## src/rtl/branch_sequencer.sv

```systemverilog
// rtl/branch_sequencer.sv - conditional branch T3..T6 step sequencer with condition FF handshake
// Optional per-outcome branch counters are compiled in with BRANCH_STATS_EN.
module branch_sequencer #(
    parameter int IMM_W  = 19,
    parameter int STAT_W = 16
) (
    input  logic              Clock,
    input  logic              Clear,
    input  logic              start,
    input  logic [31:0]       IR,
    input  logic              CON,
    output logic              busy,
    output logic              done,
    output logic [3:0]        C2,
    output logic [31:0]       C_sext,
    output logic              Gra,
    output logic              Rout,
    output logic              CONin,
    output logic              PCout,
    output logic              Yin,
    output logic              Cout,
    output logic              ADD,
    output logic              Zin,
    output logic              Zlowout,
    output logic              PCin,
    output logic              taken
`ifdef BRANCH_STATS_EN
    ,
    output logic [STAT_W-1:0] n_taken,
    output logic [STAT_W-1:0] n_not_taken
`endif
);

    typedef enum logic [2:0] {
        S_IDLE,
        S_T3_COND,
        S_T4_PC,
        S_T5_ADD,
        S_T6_LOAD
    } state_t;

    state_t      state_q, state_d;
    logic [3:0]  c2_q, c2_d;
    logic [31:0] c_sext_q, c_sext_d;
    logic        taken_q, taken_d;
    logic        accept;
    logic        t6_exit;
    logic [31:0] ir_sext;
    logic        unused_ir;

    assign accept    = (state_q == S_IDLE) && start;
    assign t6_exit   = (state_q == S_T6_LOAD);
    assign ir_sext   = {{(32-IMM_W){IR[IMM_W-1]}}, IR[IMM_W-1:0]};
    assign unused_ir = ^IR[31:23];

    always_ff @(posedge Clock or negedge Clear) begin
        if (!Clear) begin
            state_q  <= S_IDLE;
            c2_q     <= 4'd0;
            c_sext_q <= 32'd0;
            taken_q  <= 1'b0;
        end else begin
            state_q  <= state_d;
            c2_q     <= c2_d;
            c_sext_q <= c_sext_d;
            taken_q  <= taken_d;
        end
    end

    always_comb begin
        state_d  = state_q;
        c2_d     = c2_q;
        c_sext_d = c_sext_q;
        taken_d  = taken_q;
        busy     = 1'b0;
        done     = 1'b0;
        Gra      = 1'b0;
        Rout     = 1'b0;
        CONin    = 1'b0;
        PCout    = 1'b0;
        Yin      = 1'b0;
        Cout     = 1'b0;
        ADD      = 1'b0;
        Zin      = 1'b0;
        Zlowout  = 1'b0;
        PCin     = 1'b0;
        case (state_q)
            S_IDLE: begin
                // Fields are captured only here, so IR may change freely mid-sequence.
                if (accept) begin
                    state_d  = S_T3_COND;
                    c2_d     = IR[22:19];
                    c_sext_d = ir_sext;
                end
            end
            S_T3_COND: begin
                busy    = 1'b1;
                Gra     = 1'b1;
                Rout    = 1'b1;
                CONin   = 1'b1;
                state_d = S_T4_PC;
            end
            S_T4_PC: begin
                busy    = 1'b1;
                PCout   = 1'b1;
                Yin     = 1'b1;
                state_d = S_T5_ADD;
            end
            S_T5_ADD: begin
                busy    = 1'b1;
                Cout    = 1'b1;
                ADD     = 1'b1;
                Zin     = 1'b1;
                state_d = S_T6_LOAD;
            end
            S_T6_LOAD: begin
                busy    = 1'b1;
                done    = 1'b1;
                Zlowout = 1'b1;
                // Only strobe that is not Moore: the PC load follows the live CON flag.
                PCin    = CON;
                taken_d = CON;
                state_d = S_IDLE;
            end
            default: state_d = S_IDLE;
        endcase
    end

    assign C2     = c2_q;
    assign C_sext = c_sext_q;
    assign taken  = taken_q;

`ifdef BRANCH_STATS_EN
    localparam logic [STAT_W-1:0] STAT_ONE = {{(STAT_W-1){1'b0}}, 1'b1};

    logic [STAT_W-1:0] n_taken_q, n_taken_d;
    logic [STAT_W-1:0] n_not_taken_q, n_not_taken_d;

    always_comb begin
        n_taken_d     = n_taken_q;
        n_not_taken_d = n_not_taken_q;
        // Counters stick at all-ones rather than wrapping.
        if (t6_exit) begin
            if (CON) begin
                if (~&n_taken_q) n_taken_d = n_taken_q + STAT_ONE;
            end else begin
                if (~&n_not_taken_q) n_not_taken_d = n_not_taken_q + STAT_ONE;
            end
        end
    end

    always_ff @(posedge Clock or negedge Clear) begin
        if (!Clear) begin
            n_taken_q     <= '0;
            n_not_taken_q <= '0;
        end else begin
            n_taken_q     <= n_taken_d;
            n_not_taken_q <= n_not_taken_d;
        end
    end

    assign n_taken     = n_taken_q;
    assign n_not_taken = n_not_taken_q;
`else
    logic unused_t6_exit;
    assign unused_t6_exit = t6_exit;
`endif

endmodule

```

## config.mk

```make
export PLATFORM = sky130hd
export DESIGN_NAME = branch_sequencer
export DESIGN_NICKNAME = d
export VERILOG_FILES = /design/src/rtl/branch_sequencer.sv
export SDC_FILE = /design/constraint.sdc
export NUM_CORES = 1
export LEC_CHECK = 0
export CORE_MARGIN = 1
export CORE_UTILIZATION = 37
export DETAILED_ROUTE_END_ITERATION = 8
export PLACE_DENSITY = 0.84
export SETUP_SLACK_MARGIN = 0.5
export SLEW_MARGIN = 20
export SYNTH_ARGS = -nofsm -noshare
export SYNTH_HDL_FRONTEND = slang
export SYNTH_SLANG_ARGS = --single-unit
```

## constraint.sdc

```tcl
create_clock -name Clock -period 4.3 [get_ports Clock]
set_input_delay 0.86 -clock Clock [delete_from_list [all_inputs] [get_ports Clock]]
set_output_delay 0.86 -clock Clock [all_outputs]
set_load 0.02 [all_outputs]
```

==> flow_metrics.py <==
metrics = {
    "status": {
        "status": "completed",
    },
    "cts": {
        "cts_resized": 0,
        "clock_sinks": 27,
        "numCtsBuffers": 3,
        "clk_pin_slew_worst_paths_ps": 150,
        "htree_levels": 1,
        "hold_buffers": 0,
        "cts_buffer_depth": 2,
        "cts_setup_buffers": 0,
        "clk_latency_ps": 320,
        "cts_root_buf": "clkbuf_4",
        "cts_tree": "done",
    },
    "placed_design": {
        "place_ws_ps": 1387,
        "gp_congestion": 0.6936,
        "place_hpwl_mm": 2.029,
        "io_buffers": 75,
    },
    "floorplan": {
        "die-area_um2": 3576,
        "dieHeight_um": 59.80,
        "die_w_um": 59.80,
        "start_util_pct": 39.84,
        "ios": 85,
        "rows": 20,
        "coreArea_um2": 3103,
    },
    "route": {
        "ant_nets": 0,
        "wl_met1_um": 993,
        "finalWirelength_mm": 2.603,
        "drt_first_pass_iters": 4,
        "dr_wl_met3_um": 143,
        "drt_iter0_markers": 8,
        "wl_met2_mm": 1.438,
        "routed_via_density": 4.468,
        "post_drt_wl_per_cell_um": 13.85,
        "top_layer_used": "met4",
        "drc_errors": 0,
        "vias": 840,
    },
    "layout": {
        "antenna_cells": 0,
        "layout.nets": 181,
        "drive_gt1_share_pct": 20.83,
        "regArea_um2": 675.6,
        "multiInputGateArea_um2": 374.1,
        "area_growth_pct": 52.73,
        "nFillCells": 294,
    },
    "power_and_ir_drop": {
        "powerDensity_nw_per_um2": 859.4,
        "p_sw_share_pct": 40.42,
        "ir_drop_mv": 0.3517,
        "intPower_mw": 0.9667,
        "p_switching_mw": 0.6558,
        "fin_total_pwr_mw": 1.623,
        "leakagePower_nw": 0.7580,
        "clockPowerShare_pct": 6.9,
        "p_comb_share_pct": 62.9,
        "power_frac_seq_pct": 30.2,
    },
    "timing": {
        "slew_viol_final": 0,
        "worst_pin_slew_ps": 774.7,
        "period_share_pct": 69.47,
        "fmax_mhz": 334.7,
        "hold_viol_final": 0,
        "hold-worst-slack_ps": 512.7,
        "fin_crit_ps": 2987,
        "clock_skew_ps": 9.548,
        "rsz0062_at_grt": "false",
        "setup_viol": 0,
        "fin_tns_setup_ps": 0,
        "slew_headroom_pct": 48.13,
        "setup_slack_ps": 1313,
    },
    "logic_synthesis": {
        "yosysSeqAreaShare_pct": 54.66,
        "synth.avg_cell_area_um2": 14.05,
        "synth_fp_nets": 124,
        "synthCells": 88,
        "ys_types": 13,
        "ys_warn_count": 0,
        "yosys_register_bits": 27,
        "syn-cell-area_um2": 1236,
    },
    "setup_path": {
        "crit_arrival_ps": 2130,
        "critPathKind": "register to output port",
        "rrSetupSlack_ps": 2200,
        "worstPathRequired_ps": 3440,
        "reg2reg_from": "state_q[0]$_DFFE_PN0P_",
        "cp-end-kind": "output port",
        "reg2reg_depth": 3,
        "endpoint": "PCin",
        "crit_path_start": "state_q[2]$_DFFE_PN0P_",
        "cp-start-kind": "register",
        "crit_path_max_fanout": 9,
        "reg2reg_to": "C_sext[11]$_DFFE_PN0P_",
    },
    "min_path": {
        "hold_path.class": "input port to async pin",
    },
    "grt": {
        "grt_max_degree": 28,
        "gr-total-overflow": 0,
        "grt_antenna_before_repair": 0,
        "grt_pass1_vias": 849,
        "grt_pass1_wl_mm": 3.995,
        "grt_usage_pct": 15.40,
    },
    "flow_run": {
        "timing.max_cap.violations": 0,
    },
}
-- per-stage QoR --
step	utilization, %	instances	instance area (um2)
after floorplan	-	88	1236
after global placement	60.04	184	1863
after detailed placement	59.88	184	1858
after CTS	60.85	188	1888
after global routing	60.85	188	1888
final	60.85	188	1888
-- state kept, by name (all words and copies together), names as in the netlist --
signal   count
state_q      3
taken        1
C_sext      19
C2           4
-- cells in the final DEF, fill, tap and decap left out --
cell type and count:
buf_2 1, clkdlybuf4s50_1 74, and2_1 1, dfrtp_1 27, and3b_1 2, buf_4 1
nor2_1 3, xnor2_1 2, mux2_2 23, nor3_1 1, mux2_1 1, clkinvlp_4 1
clkbuf_4 3, nor4b_4 1, nor3b_1 3
-- critical path: stages, from the launching register on --
cell             delay, ps
dfrtp_1                570
nor3b_1                440
and2_1                 190
clkdlybuf4s50_1        600
-- synth_stat cells (all sizes together) --
cell | n | area (um2)
nor2 | 3 | 11.26
and2 | 1 | 6.260
mux2 | 24 | 270.3
dfrtp | 27 | 675.7
and3b | 2 | 17.52
nor3b | 3 | 22.52
buf | 24 | 186.4
nor3 | 1 | 5.000
xnor2 | 2 | 17.52
nor4b | 1 | 23.77
-- logic make-up (layout without fill, tap and decap cells) --
family                    Yosys count  after routing  synth area share (%)
and+or+nand+nor                    11             11                 6.984
xor gates and xnor gates            2              2                 1.417
buffers and inverters              24             80                 15.08
DFF                                27             27                 54.66
muxes                              24             24                 21.86
-- power by group through the flow --
stage,Sequential [mW],Clock (mW),Combinational (mW)
2_1_floorplan,0.603,0,0.542
3_3_place_gp,0.484,0,1.01
3_5_place_dp,0.500,0,1.03
4_1_cts,0.494,0.120,1.03
5_1_grt,0.511,0.132,1.07
6_report,0.490,0.112,1.02
-- worst min-delay path by stage --
stage / from / to / slack [ps] / depth (start not counted)
finish: Clear / C_sext[10]$_DFFE_PN0P_ / 510 / 1
global route: Clear / C_sext[6]$_DFFE_PN0P_ / 520 / 1
CTS: Clear / C_sext[10]$_DFFE_PN0P_ / 520 / 1
detailed placement: C2[3]$_DFFE_PN0P_ / C2[3]$_DFFE_PN0P_ / 500 / 1
global placement: C_sext[17]$_DFFE_PN0P_ / C_sext[17]$_DFFE_PN0P_ / 470 / 1
floorplan: state_q[0]$_DFFE_PN0P_ / state_q[0]$_DFFE_PN0P_ / 540 / 2
-- per-layer routing --
metal	GRT usage [%]	vias to the layer above
met5	0	-
met4	6.977	0
met3	1.948	2
met2	29.05	41
met1	16.97	410
li1	-	387
-- area by class of cell --
class / count / area share [%]
Timing Repair Buffer: 76 / 39.89
Sequential cell: 27 / 35.79
Multi-Input combinational cell: 37 / 19.81
Tap cell: 44 / 2.916
Clock buffer: 3 / 1.193
Clock inverter: 1 / 0.3976
Power figures use the tool's default switching activity.
